File: config.mk
export PLATFORM = sky130hd
export DESIGN_NAME = vga_layer_sched_flat
export DESIGN_NICKNAME = d
export VERILOG_FILES = /design/src/rtl/vga_layer_sched_if.sv /design/src/rtl/vga_layer_sched.sv /design/src/flat_wrapper.sv
export SDC_FILE = /design/constraint.sdc
export NUM_CORES = 1
export LEC_CHECK = 0
export ABC_AREA = 1
export BUFFER_PORTS_ARGS = -buffer_cell sky130_fd_sc_hd__buf_4
export CAP_MARGIN = 20
export CORE_MARGIN = 4
export CORE_UTILIZATION = 37
export CTS_CLUSTER_SIZE = 30
export DETAILED_ROUTE_END_ITERATION = 7
export GPL_ROUTABILITY_DRIVEN = 1
export SLEW_MARGIN = 40
export SYNTH_ARGS = -nofsm -noshare
export SYNTH_HDL_FRONTEND = slang
export SYNTH_SLANG_ARGS = --single-unit
File: constraint.sdc
create_clock -name clk -period 1.17 [get_ports clk]
set_clock_uncertainty 0.05 [all_clocks]
set_input_delay 0.117 -clock clk [delete_from_list [all_inputs] [get_ports clk]]
set_output_delay 0.117 -clock clk [all_outputs]
set_load 0.005 [all_outputs]
File: src/rtl/vga_layer_sched_if.sv
// Pixel, sync and configuration signals between the VGA timing path and the layer scheduler.
// The master drives timing, pixel requests and config writes; the slave returns the colour.
interface vga_layer_sched_if #(
   parameter int FRAME_W = 10
);
   logic               p_tick;
   logic               video_on;
   logic               vsync;
   logic [3:0]         text_on;
   logic               r;
   logic               g;
   logic               b;
   logic               cfg_we;
   logic [1:0]         cfg_addr;
   logic [2:0]         cfg_data;
   logic               cfg_ack;
   logic               cfg_pending;
   logic [2:0]         colores;
   logic [2:0]         layer_sel;
   logic [FRAME_W-1:0] frame_cnt;

   modport master (
      output p_tick, video_on, vsync, text_on, r, g, b, cfg_we, cfg_addr, cfg_data,
      input  cfg_ack, cfg_pending, colores, layer_sel, frame_cnt
   );

   modport slave (
      input  p_tick, video_on, vsync, text_on, r, g, b, cfg_we, cfg_addr, cfg_data,
      output cfg_ack, cfg_pending, colores, layer_sel, frame_cnt
   );
endinterface

File: src/rtl/vga_layer_sched.sv
// Frame-synchronous text/background layer arbiter with shadowed colours and blink cursor.
// Latency: 1 clk pixel, colours commit one cycle after vsync edge; config writes never stall.
module vga_layer_sched #(
   parameter int BLINK_HALF = 30,
   parameter int FRAME_W    = 10
) (
   input  logic               clk,
   input  logic               rst,
   vga_layer_sched_if.slave   bus
);

   typedef enum logic [1:0] {
      SYNC_WAIT = 2'd0,
      RUN       = 2'd1,
      COMMIT    = 2'd2
   } state_t;

   state_t             state, state_nxt;
   logic               vsync_q;
   logic               vsync_rise;
   logic               commit;
   logic               blank;

   logic [2:0]         active [4];
   logic [2:0]         shadow [4];
   logic [2:0]         bg;
   logic [5:0]         blink_cnt;
   logic               blink_phase;
   logic [FRAME_W-1:0] frame_q;
   logic [2:0]         colores_q;
   logic [2:0]         layer_sel_q;
   logic               ack_q;
   logic               pending_q;

   logic [3:0]         elig;
   logic [2:0]         pix_c;
   logic [2:0]         sel_c;

   assign vsync_rise = bus.vsync & ~vsync_q;

   always_ff @(posedge clk or negedge rst) begin
      if (!rst) state <= SYNC_WAIT;
      else      state <= state_nxt;
   end

   always_comb begin
      state_nxt = state;
      commit    = 1'b0;
      blank     = 1'b0;
      case (state)
         SYNC_WAIT: begin
            blank = 1'b1;
            if (vsync_rise) state_nxt = COMMIT;
         end
         RUN: begin
            if (vsync_rise) state_nxt = COMMIT;
         end
         COMMIT: begin
            commit    = 1'b1;
            state_nxt = RUN;
         end
         default: state_nxt = SYNC_WAIT;
      endcase
   end

   // Cursor layer only competes during the visible half of the blink period.
   assign elig = bus.text_on & {blink_phase, 3'b111};

   always_comb begin
      pix_c = bg;
      sel_c = 3'd4;
      if (!bus.video_on) begin
         pix_c = 3'd0;
         sel_c = 3'd7;
      end else begin
         for (int i = 3; i >= 0; i--) begin
            if (elig[i]) begin
               pix_c = active[i];
               sel_c = 3'(i);
            end
         end
      end
   end

   always_ff @(posedge clk or negedge rst) begin
      if (!rst) begin
         vsync_q     <= 1'b1;
         active[0]   <= 3'd7;
         active[1]   <= 3'd4;
         active[2]   <= 3'd2;
         active[3]   <= 3'd1;
         shadow[0]   <= 3'd7;
         shadow[1]   <= 3'd4;
         shadow[2]   <= 3'd2;
         shadow[3]   <= 3'd1;
         bg          <= 3'd0;
         blink_cnt   <= 6'd0;
         blink_phase <= 1'b1;
         frame_q     <= '0;
         colores_q   <= 3'd0;
         layer_sel_q <= 3'd7;
         ack_q       <= 1'b0;
         pending_q   <= 1'b0;
      end else begin
         vsync_q <= bus.vsync;
         ack_q   <= bus.cfg_we;

         // Copy uses the pre-edge shadow, so a same-cycle write waits one more frame.
         if (commit) begin
            for (int i = 0; i < 4; i++) active[i] <= shadow[i];
            bg      <= {bus.r, bus.g, bus.b};
            frame_q <= frame_q + FRAME_W'(1);
            if (blink_cnt == 6'(BLINK_HALF - 1)) begin
               blink_cnt   <= 6'd0;
               blink_phase <= ~blink_phase;
            end else begin
               blink_cnt <= blink_cnt + 6'd1;
            end
         end

         if (bus.cfg_we) begin
            shadow[bus.cfg_addr] <= bus.cfg_data;
            pending_q            <= 1'b1;
         end else if (commit) begin
            pending_q <= 1'b0;
         end

         if (blank) begin
            colores_q   <= 3'd0;
            layer_sel_q <= 3'd7;
         end else if (bus.p_tick) begin
            colores_q   <= pix_c;
            layer_sel_q <= sel_c;
         end
      end
   end

   assign bus.colores     = colores_q;
   assign bus.layer_sel   = layer_sel_q;
   assign bus.cfg_ack     = ack_q;
   assign bus.cfg_pending = pending_q;
   assign bus.frame_cnt   = frame_q;

endmodule
File: src/flat_wrapper.sv
// flat-port wrapper written by rule: the top's interface ports become plain ports
module vga_layer_sched_flat 
#(
   parameter int BLINK_HALF = 30,
   parameter int FRAME_W    = 10
)
  (clk, rst, bus_p_tick, bus_video_on, bus_vsync, bus_text_on, bus_r, bus_g, bus_b, bus_cfg_we, bus_cfg_addr, bus_cfg_data, bus_cfg_ack, bus_cfg_pending, bus_colores, bus_layer_sel, bus_frame_cnt);
  vga_layer_sched_if #(.FRAME_W(FRAME_W)) bus_i ();
  input  logic clk;
  input  logic rst;
  input wire logic [$bits(bus_i.p_tick)-1:0] bus_p_tick;
  input wire logic [$bits(bus_i.video_on)-1:0] bus_video_on;
  input wire logic [$bits(bus_i.vsync)-1:0] bus_vsync;
  input wire logic [$bits(bus_i.text_on)-1:0] bus_text_on;
  input wire logic [$bits(bus_i.r)-1:0] bus_r;
  input wire logic [$bits(bus_i.g)-1:0] bus_g;
  input wire logic [$bits(bus_i.b)-1:0] bus_b;
  input wire logic [$bits(bus_i.cfg_we)-1:0] bus_cfg_we;
  input wire logic [$bits(bus_i.cfg_addr)-1:0] bus_cfg_addr;
  input wire logic [$bits(bus_i.cfg_data)-1:0] bus_cfg_data;
  output wire logic [$bits(bus_i.cfg_ack)-1:0] bus_cfg_ack;
  output wire logic [$bits(bus_i.cfg_pending)-1:0] bus_cfg_pending;
  output wire logic [$bits(bus_i.colores)-1:0] bus_colores;
  output wire logic [$bits(bus_i.layer_sel)-1:0] bus_layer_sel;
  output wire logic [$bits(bus_i.frame_cnt)-1:0] bus_frame_cnt;
  assign bus_i.p_tick = bus_p_tick;
  assign bus_i.video_on = bus_video_on;
  assign bus_i.vsync = bus_vsync;
  assign bus_i.text_on = bus_text_on;
  assign bus_i.r = bus_r;
  assign bus_i.g = bus_g;
  assign bus_i.b = bus_b;
  assign bus_i.cfg_we = bus_cfg_we;
  assign bus_i.cfg_addr = bus_cfg_addr;
  assign bus_i.cfg_data = bus_cfg_data;
  assign bus_cfg_ack = bus_i.cfg_ack;
  assign bus_cfg_pending = bus_i.cfg_pending;
  assign bus_colores = bus_i.colores;
  assign bus_layer_sel = bus_i.layer_sel;
  assign bus_frame_cnt = bus_i.frame_cnt;
  vga_layer_sched #(.BLINK_HALF(BLINK_HALF), .FRAME_W(FRAME_W)) u_core (.clk(clk), .rst(rst), .bus(bus_i));
endmodule
==> results.sh, run 1 <==
export IMPL_outcome="complete, but fails checks"
export IMPL_violations="negative setup slack"
export IMPL_dr_pass1_iters=5
export IMPL_synth_top_area_cell="dfrtp_1"
export IMPL_hold_viol=0
export IMPL_dieArea_um2=7961
export IMPL_max_freq_mhz=751.5
export IMPL_hold_class="in -> reg"
export IMPL_grt_remaining_overflow=0
export IMPL_r2r_start="u_core.state[0]"
export IMPL_cts_tree="yes"
export IMPL_tns_ns=-2.652
export IMPL_clkLatencyLatePin_ns=0.31
export IMPL_crit_start="u_core.state[0]"
export IMPL_p_sw_mw=1.650
export IMPL_synth_compound_area_share_pct=8.406
export IMPL_dp_hpwl_mm=3.752
export IMPL_cp_arrival_ns=1.52
export IMPL_final_max_slew_viol_count=0
export IMPL_reg2reg_slack_ns=-0.16
export IMPL_synth_top_family_by_area="simple AND/OR/NAND/NOR gates"
export IMPL_synthAdderAreaFrac_pct=1.538
export IMPL_utilization_pct=52.29
export IMPL_rsz0062_at_grt="yes"
export IMPL_drive_above_1_share_pct=33.62
export IMPL_clkTransAtPathRegs_ns=0.11
export IMPL_nets=374
export IMPL_port_buffers=35
export IMPL_antenna_left=0
export IMPL_maxCapViolations=0
export IMPL_grtUsageTotal_pct=15.00
export IMPL_combPwrFrac_pct=28.1
export IMPL_critPathMaxStageDelay_ns=0.45
export IMPL_syn_nets=306
export IMPL_htree_levels=2
export IMPL_post_route_min_period_ns=1.331
export IMPL_yosys_top_cells_count="86 x nand2_1, 38 x dfrtp_1, 38 x inv_1"
export IMPL_synth_area_um2=2441
export IMPL_grt_max_degree=24
export IMPL_ctsLongestPathBuffers=2
export IMPL_power_density_nw_per_um2=1554
export IMPL_critPathMaxFanout=11
export IMPL_yosys_top_cells_area="dfrtp_1 39%, dfstp_2 18%, nand2_1 13%"
export IMPL_yosys_warnings=0
export IMPL_start_util_pct=38.22
export IMPL_root_buffer="clkbuf_8"
export IMPL_wirelength_mm=5.534
export IMPL_end_kind="flip-flop"
export IMPL_wl_per_cell_um=12.84
export IMPL_clkPwrFrac_pct=21.1
export IMPL_cts_made_buffers=5
export IMPL_pwr_share_seq_pct=50.7
export IMPL_ios=36
export IMPL_die_y_um=89.23
export IMPL_gp_congestion=0.8142
export IMPL_ys_flop_type="dfrtp_1"
export IMPL_critPathCapture="u_core.blink_cnt[0]"
export IMPL_slowest_stage="dfrtp_1"
export IMPL_vias=2050
export IMPL_grt_pass1_wl_mm=9.225
export IMPL_intPower_mw=3.539
export IMPL_synth_cell_types=23
export IMPL_rr_worst_depth=5
export IMPL_cts_sinks=55
export IMPL_die_w_um=89.23
export IMPL_total_power_mw=5.189
export IMPL_ys_seq_area_share_pct=57.25
export IMPL_synthMuxAreaShare_pct=0
export IMPL_antenna_found_initial=0
export IMPL_drtIter0Drc=52
export IMPL_setup_viol=31
export IMPL_synth_avg_cell_area_um2=8.565
export IMPL_cp_start_kind="flip-flop"
export IMPL_switching_share_pct=31.80
export IMPL_setup_ws_ns=-0.1607
export IMPL_path_class="reg -> reg"
export IMPL_n_antenna_cell=0
export IMPL_yosys_area_share_xor_xnor_pct=2.512
export IMPL_async_reset_ff_share_pct=100.0
export IMPL_ir_drop_mv=0.8672
export IMPL_synth_most_common_cell="nand2_1"
export IMPL_syn_inst=285
export IMPL_ys_ff_latch=55
export IMPL_crit_chain="nor2_4, buf_4, buf_8, nand2_1, a21oi_1"
export IMPL_via_per_inst=4.756
export IMPL_yosys_area_share_simple_pct=23.27
export IMPL_grt_pass1_vias=1971
export IMPL_route_detailed_drc=0
export IMPL_period_share_pct=113.7
export IMPL_slew_headroom_pct=82.17
export IMPL_synth_edf_count=0
export IMPL_r2r_end="u_core.blink_cnt[0]"
export IMPL_p_leak_nw=1.648
export IMPL_crit_required_ns=1.36
export IMPL_yosys_area_top_type_share_pct=38.95
export IMPL_syn_to_final_growth_pct=36.80
export IMPL_coreArea_um2=6386
export IMPL_rows=29
export IMPL_tightest_slew_ns=0.2675
==> critical path: cells and delay by family (launching register included) <==
kind	cells	cell delay (ns)
flip-flops	1	0.45
AND/OR/NAND/NOR	2	0.34
buffers and inverters	2	0.28
AO/OA/AOI/OAI	1	0.13
==> routing by layer <==
layer | part of all wire [%] | global-route usage (%)
met3 | 4.1 | 2.765
met4 | 1.9 | 5.277
met5 | 0 | 0
met1 | 46 | 19.84
met2 | 48 | 24.72
==> cell type report <==
class                      count  area, µm²
clock inverter                 3      22.52
multi-input combinational    186      985.9
sequential                    55       1398
fill                         578       3047
timing repair buffer          66      621.8
clock buffer                   5      68.82
inverter                      39      146.4
tap                           77      96.34
==> cell usage in the layout, fill, tap and decap left out, types with 2 or more instances in the layout <==
cell           Yosys  layout
nand2_1           86      73
buf_4              1      45
dfrtp_1           38      38
inv_1             38      36
nand3_1           19      19
dfstp_2           17      17
o21ai_0           26      16
nor2_1            18      14
nand2_2            2      11
a21oi_1           10      10
buf_6              0       9
o21ai_2            0       8
dlygate4sd3_1      0       6
nand4_1            5       5
clkbuf_8           0       5
nor2_4             1       4
xor2_1             4       4
nand2_4            0       4
inv_2              1       3
nor2_2             2       3
nor3_1             3       3
xnor2_1            3       3
o21ai_1            1       3
ha_1               3       3
inv_6              0       2
buf_8              0       2
buf_12             0       2
==> state kept, by name, indices dropped and copies added, names as in the netlist <==
register and count:
u_core.active 12, u_core.bg 3, u_core.blink_cnt 6, u_core.blink_phase 1, u_core.bus.cfg_ack 1, u_core.bus.cfg_pending 1, u_core.bus.colores 3, u_core.bus.frame_cnt 10
u_core.bus.layer_sel 3, u_core.shadow 12, u_core.state 2, u_core.vsync_q 1
==> through the flow <==
step	instances	hold slack [ns]	cell area, µm²	setup slack, ns
floorplan	285	-0.2286	2444	0.0009159
global route	431	0.03325	3339	-0.2671
global placement	407	-0.03451	2903	-0.07331
CTS	427	0.02498	3178	-0.1173
detailed placement	407	-0.03168	2903	-0.09135
finish	431	0.02556	3339	-0.1607
==> cell families after synthesis <==
| family | count (synthesis) |
|---|---|
| fa+ha+maj | 3 |
| buf+inv | 44 |
| simple gates | 136 |
| xor+xnor | 7 |
| compound gates | 40 |
| flops | 55 |
==> worst min path at each step <==
stage | cells past startpoint | startpoint | end
2_1_floorplan | 0 | rst | u_core.active[1]
3_3_place_gp | 1 | rst | u_core.bus.colores[1]
3_5_place_dp | 1 | rst | u_core.bus.colores[1]
4_1_cts | 4 | bus_p_tick | u_core.bus.colores[1]
5_1_grt | 4 | bus_p_tick | u_core.bus.colores[1]
6_report | 4 | bus_p_tick | u_core.bus.colores[1]
==> power groups by stage <==
stage	Sequential [mW]	Combinational, mW	Clock, mW
finish	2.63	1.46	1.10
global route	2.68	1.63	1.23
CTS	2.61	1.29	1.12
detailed placement	2.64	1.13	0
global placement	2.63	1.10	0
floorplan	2.61	0.589	0
==> repair_timing <==
| item | in CTS | in global routing |
|---|---|---|
| hold buffers | 6 | 0 |
| endpoints found under the setup margin | 31 | 40 |
| buffers inserted | 5 | 4 |
| endpoints found under the hold margin | 50 | 0 |
| pin swaps | 6 | 4 |
| resized for setup | 20 | 39 |
| cloned | 1 | 1 |
Note: power is estimated with default switching activity, not from simulation.
==> run 2: changes to the inputs <==
--- a/config.mk
+++ b/config.mk
@@ -13,6 +13,8 @@
 export CTS_CLUSTER_SIZE = 30
 export DETAILED_ROUTE_END_ITERATION = 7
 export GPL_ROUTABILITY_DRIVEN = 1
+export PLACE_DENSITY_LB_ADDON = 0.1
+export REMOVE_ABC_BUFFERS = 1
 export SLEW_MARGIN = 40
 export SYNTH_ARGS = -nofsm -noshare
 export SYNTH_HDL_FRONTEND = slang
==> run 2 against run 1 <==
Compared with the run above:
- the run still ends with negative setup slack left
- first-iteration DRC count is 56% higher
- global-route usage hardly changed
- highest routed layer unchanged
- combinational power up 3%
- clock-buffer cell count grew 2
- critical path type unchanged
- largest cell class unchanged
- fmax rose by 5.8%
- via count fell by 1.2%
- setup slack better by 0.073 ns
- die area unchanged
- final cell count rose by 2.3%
- sequential power is essentially flat
- worst hold slack improved by 0.0041 ns
==> results.sh, run 2 (same netlist as run 1, synthesis figures left out) <==
export IMPL_clkTransAtPathRegs_ns=0.10
export IMPL_route_detailed_drc=0
export IMPL_root_buffer="clkbuf_8"
export IMPL_maxCapViolations=0
export IMPL_rsz0062_at_grt="yes"
export IMPL_design_area_um2=3400
export IMPL_end_kind="flip-flop"
export IMPL_crit_required_ns=1.35
export IMPL_wirelength_mm=5.383
export IMPL_antenna_left=0
export IMPL_dieArea_um2=7961
export IMPL_cp_arrival_ns=1.44
export IMPL_timing_hold_ws_ns=0.02962
export IMPL_max_freq_mhz=795.2
export IMPL_clkPwrFrac_pct=22.1
export IMPL_cp_num_buf_inv=0
export IMPL_ios=36
export IMPL_slew_headroom_pct=80.01
export IMPL_switching_share_pct=29.89
export IMPL_tightest_slew_ns=0.2998
export IMPL_dr_pass1_iters=4
export IMPL_hold_end="u_core.bus.colores[2]"
export IMPL_die_y_um=89.23
export IMPL_hold_viol=0
export IMPL_holdPathStages=4
export IMPL_power_density_nw_per_um2=1547
export IMPL_start_util_pct=38.22
export IMPL_gp_congestion=0.7716
export IMPL_n_antenna_cell=0
export IMPL_reg2reg_slack_ns=-0.09
export IMPL_vias=2025
export IMPL_path_class="reg -> reg"
export IMPL_p_leak_nw=1.680
export IMPL_setup_ws_ns=-0.08755
export IMPL_cts_sinks=55
export IMPL_via_per_inst=4.592
export IMPL_grt_pass1_vias=1964
export IMPL_nets=384
export IMPL_layout_commonest_cell="nand2_1"
export IMPL_ir_drop_mv=0.7963
export IMPL_outcome="complete, but fails checks"
export IMPL_critPathMaxFanout=7
export IMPL_grt_busiest_layer="met2"
export IMPL_cp_start_kind="flip-flop"
export IMPL_post_route_min_period_ns=1.258
export IMPL_cts_tree="yes"
export IMPL_r2r_start="u_core.state[0]"
export IMPL_place_inst=418
export IMPL_tns_ns=-1.481
export IMPL_hp_start="bus_p_tick"
export IMPL_wl_per_cell_um=12.21
export IMPL_grt_remaining_overflow=0
export IMPL_setup_viol=30
export IMPL_die_w_um=89.23
export IMPL_coreArea_um2=6386
export IMPL_grtUsageTotal_pct=14.96
export IMPL_port_buffers=35
export IMPL_htree_levels=2
export IMPL_use_met3_pct=4.332
export IMPL_use_met2_pct=24.85
export IMPL_drive_above_1_share_pct=35.16
export IMPL_critPathMaxStageDelay_ns=0.45
export IMPL_grt_pass1_wl_mm=9.156
export IMPL_rows=29
export IMPL_syn_to_final_growth_pct=39.26
export IMPL_fin_cells=441
export IMPL_dp_hpwl_mm=3.956
export IMPL_combPwrFrac_pct=28.5
export IMPL_crit_chain="nor2_4, nand4_1, xnor2_1"
export IMPL_grt_util_met1_pct=19.45
export IMPL_place_area_um2=2983
export IMPL_intPower_mw=3.686
export IMPL_clkLatencyLatePin_ns=0.31
export IMPL_fill_cells=625
export IMPL_final_cell_mix="78 x nand2_1, 52 x buf_4, 36 x dfrtp_1, 35 x inv_1, 23 x o21ai_0"
export IMPL_cts_made_buffers=5
export IMPL_p_sw_mw=1.572
export IMPL_ctsLongestPathBuffers=2
export IMPL_drtIter0Drc=81
export IMPL_post_place_ws_ns=-0.1838
export IMPL_slowest_stage="dfrtp_2"
export IMPL_final_max_slew_viol_count=0
export IMPL_crit_family="simple AND/OR/NAND/NOR gates"
export IMPL_rr_worst_depth=3
export IMPL_hold_class="in -> reg"
export IMPL_pwr_share_seq_pct=49.4
export IMPL_violations="negative setup slack"
export IMPL_r2r_end="u_core.blink_phase"
export IMPL_period_share_pct=107.5
export IMPL_grt_max_degree=26
export IMPL_antenna_found_initial=0
[run 2: per-layer routing]
metal  vias up  wire length [µm]
li1       1054                 -
met1       934              2372
met2        31              2673
met3         6               291
met4         0                45
met5         -                 0
[run 2: through the flow]
stage	power [mW]	util, %
final	5.258	53.23
after global placement	3.848	46.71
after global routing	5.660	53.23
after detailed placement	3.863	46.71
after CTS	5.182	50.78
after floorplan	3.181	-
[run 2: worst reg2reg max path, stage by stage (launching register included)]
cell and delay, ns:
dfrtp_2 0.45, nor2_4 0.23, nand4_1 0.24, xnor2_1 0.21
[run 2: how the worst max path moves through the flow]
stage | end | startpoint | cells past startpoint
after detailed placement | u_core.bus.colores[0] | u_core.blink_phase | 7
after global placement | u_core.bus.colores[0] | u_core.blink_phase | 7
after CTS | u_core.bus.frame_cnt[6] | u_core.state[0] | 6
after floorplan | u_core.bus.frame_cnt[6] | u_core.state[1] | 7
after global routing | u_core.bus.frame_cnt[8] | u_core.state[0] | 6
final | u_core.blink_phase | u_core.state[0] | 3
[run 2: area by class of cell]
type,count,area (µm²),share of cell area [%]
Sequential cell,55,1400,41.19
Multi-Input combinational cell,186,987.2,29.04
Timing Repair Buffer,76,665.6,19.58
Inverter,39,146.4,4.306
Clock buffer,7,96.34,2.834
Tap cell,77,96.34,2.834
Clock inverter,1,7.507,0.2208
[run 2: power by group through the flow]
stage / Combinational [mW] / Clock, mW / Sequential [mW]
global route: 1.71 / 1.29 / 2.66
finish: 1.50 / 1.16 / 2.60
global placement: 1.23 / 0 / 2.62
detailed placement: 1.24 / 0 / 2.62
CTS: 1.36 / 1.22 / 2.60
floorplan: 0.575 / 0 / 2.61
[run 2: timing repair]
action,CTS,global route
endpoints found under the setup margin,30,39
hold buffers,6,0
endpoints found under the hold margin,52,0
pin swaps,11,14
buffers inserted,2,7
gates resized for setup,26,30
==> run 3: changes to the inputs <==
--- a/config.mk
+++ b/config.mk
@@ -5,7 +5,6 @@
 export SDC_FILE = /design/constraint.sdc
 export NUM_CORES = 1
 export LEC_CHECK = 0
-export ABC_AREA = 1
 export BUFFER_PORTS_ARGS = -buffer_cell sky130_fd_sc_hd__buf_4
 export CAP_MARGIN = 20
 export CORE_MARGIN = 4
==> run 3 against run 2 <==
Compared with the run above:
- the run still ends with negative setup slack left
- core utilization rose by 1.2 points
- first-iteration DRC count fell by 17%
- area after synthesis increased by 3.6%
- setup slack got worse by 0.072 ns
- clock power grew 11%
- die area is 3.3% higher
- final cell count fell by 13%
- power up 11%
- sequential share of layout area fell by 1.6 points
- global-route usage decreased by 0.37 points
- via count is 4.4% lower
- flip-flop and latch count unchanged
- highest routed layer unchanged
==> results.sh, run 3 <==
export IMPL_tightest_slew_ns=0.2627
export IMPL_p_leak_nw=1.690
export IMPL_synthMuxAreaShare_pct=6.330
export IMPL_crit_chain="ha_2, nand4_1, o21bai_1, a31oi_1"
export IMPL_total_power_mw=5.829
export IMPL_synth_compound_area_share_pct=9.050
export IMPL_die_y_um=90.69
export IMPL_critPathMaxStageDelay_ns=0.44
export IMPL_crit_required_ns=1.31
export IMPL_slew_headroom_pct=82.48
export IMPL_yosys_top_cells_count="62 x nand2_1, 38 x dfrtp_1, 17 x dfstp_2"
export IMPL_yosys_warnings=0
export IMPL_ys_seq_area_share_pct=55.24
export IMPL_n_antenna_cell=0
export IMPL_ir_drop_mv=0.8279
export IMPL_start_util_pct=38.95
export IMPL_route_detailed_drc=0
export IMPL_cts_made_buffers=5
export IMPL_grt_pass1_vias=2032
export IMPL_tns_ns=-2.571
export IMPL_syn_to_final_growth_pct=39.81
export IMPL_clkLatencyLatePin_ns=0.31
export IMPL_die_w_um=90.69
export IMPL_reg2reg_slack_ns=-0.16
export IMPL_synth_cell_types=43
export IMPL_yosys_area_share_simple_pct=20.72
export IMPL_wl_per_cell_um=15.38
export IMPL_outcome="complete, but fails checks"
export IMPL_synth_top_area_cell="dfrtp_1"
export IMPL_antenna_left=0
export IMPL_grt_pass1_wl_mm=9.880
export IMPL_cp_start_kind="flip-flop"
export IMPL_place_inst=357
export IMPL_cp_arrival_ns=1.47
export IMPL_ys_ff_latch=55
export IMPL_antenna_found_initial=0
export IMPL_critPathMaxFanout=5
export IMPL_crit_family="flip-flops"
export IMPL_slowest_stage="dfrtp_2"
export IMPL_nets=326
export IMPL_synth_avg_cell_area_um2=10.95
export IMPL_fin_cells=383
export IMPL_dp_hpwl_mm=4.060
export IMPL_grt_remaining_overflow=0
export IMPL_htree_levels=2
export IMPL_yosys_top_cells_area="dfrtp_1 38%, dfstp_2 18%, nand2_1 9.2%"
export IMPL_wirelength_mm=5.892
export IMPL_clkTransAtPathRegs_ns=0.10
export IMPL_setup_ws_ns=-0.1597
export IMPL_post_route_min_period_ns=1.330
export IMPL_dieArea_um2=8225
export IMPL_end_kind="flip-flop"
export IMPL_dr_pass1_iters=4
export IMPL_gp_congestion=0.7485
export IMPL_max_freq_mhz=752.1
export IMPL_port_buffers=35
export IMPL_final_max_slew_viol_count=0
export IMPL_cp_num_buf_inv=0
export IMPL_drive_above_1_share_pct=51.63
export IMPL_maxCapViolations=0
export IMPL_layout_commonest_cell="buf_4"
export IMPL_rows=29
export IMPL_final_cell_mix="57 x buf_4, 36 x nand2_1, 36 x dfrtp_1, 17 x dfstp_2, 16 x nand2_2"
export IMPL_yosys_area_top_type_share_pct=37.59
export IMPL_drtIter0Drc=67
export IMPL_hold_class="in -> reg"
export IMPL_async_reset_ff_share_pct=100.0
export IMPL_root_buffer="clkbuf_8"
export IMPL_cts_sinks=55
export IMPL_grt_max_degree=25
export IMPL_setup_viol=34
export IMPL_ys_flop_type="dfrtp_1"
export IMPL_cts_tree="yes"
export IMPL_synth_area_um2=2530
export IMPL_ios=36
export IMPL_coreArea_um2=6495
export IMPL_via_per_inst=5.052
export IMPL_synth_top_family_by_area="simple AND/OR/NAND/NOR gates"
export IMPL_period_share_pct=113.6
export IMPL_synth_edf_count=0
export IMPL_hold_viol=0
export IMPL_rsz0062_at_grt="yes"
export IMPL_fill_cells=582
export IMPL_path_class="reg -> reg"
export IMPL_synth_most_common_cell="nand2_1"
export IMPL_violations="negative setup slack"
export IMPL_ctsLongestPathBuffers=2
export IMPL_grtUsageTotal_pct=14.59
export IMPL_synthAdderAreaFrac_pct=1.484
export IMPL_syn_inst=231
export IMPL_vias=1935
export IMPL_power_density_nw_per_um2=1648
export IMPL_yosys_area_share_xor_xnor_pct=3.462
run 3: per-layer routing:
metal  wire, µm  track usage, %
met1       2738           19.79
met2       2934           23.66
met3        190           3.083
met4         29           3.827
met5          0               0
run 3: final cells by class:
cell class | instances | area [µm²] | share of cell area, %
clock buffer | 5 | 68.82 | 1.946
multi-input combinational | 163 | 1231 | 34.81
tap | 77 | 96.34 | 2.724
timing repair buffer | 77 | 685.7 | 19.38
sequential | 55 | 1400 | 39.58
inverter | 3 | 11.26 | 0.3184
clock inverter | 3 | 43.79 | 1.238
run 3: where the power goes:
group / internal [mW] / leakage [nW] / total (mW) / switching [mW]
clock network: 0.639 / 0.0581 / 1.29 / 0.649
registers: 2.40 / 0.653 / 2.76 / 0.361
logic: 1.03 / 0.978 / 1.78 / 0.747
total: 4.07 / 1.69 / 5.83 / 1.76
run 3: what timing repair did:
action	4_1_cts	5_1_grt
hold endpoints to repair	44	0
pin swaps	21	46
resized for setup	17	49
cloned	0	1
hold buffers	6	0
setup endpoints to repair	35	41
setup buffers	6	5
run 3: worst paths after layout:
kind                                       endpoint                 from  depth (start not counted)
worst max register to register  u_core.blink_cnt[2]  u_core.blink_cnt[0]                          4
max in group asynchronous          u_core.shadow[9]                  rst                          3
min in group asynchronous              u_core.bg[2]                  rst                          2
worst min-delay path               u_core.shadow[1]      bus_cfg_data[1]                          2
worst min register to register     u_core.active[0]     u_core.active[0]                          2
worst max-delay path            u_core.blink_cnt[2]  u_core.blink_cnt[0]                          4
run 3: kinds of logic after synthesis:
logic type | count (synthesis)
and+or+nand+nor | 104
DFF | 55
AOI/OAI and AO/OA | 32
muxes | 14
buffers and inverters | 13
xor gates and xnor gates | 10
adders and majority gates | 3
run 3: stage by stage:
step	utilization [%]	worst slack [ns]	hold WS [ns]	area, µm²
floorplan	-	-0.3832	-0.2286	2447
detailed placement	46.56	-0.1191	-0.07551	3024
finish	54.46	-0.1597	0.01678	3537
CTS	50.86	-0.1201	0.01054	3303
global route	54.46	-0.2630	0.01126	3537
global placement	46.56	-0.09685	-0.07619	3024
run 3: worst reg2reg max path, delay by kind of cell (launching register included):
kind / cells / cell delay (ns)
fa+ha+maj: 1 / 0.20
compound gates: 2 / 0.33
flops: 1 / 0.44
simple gates: 1 / 0.21
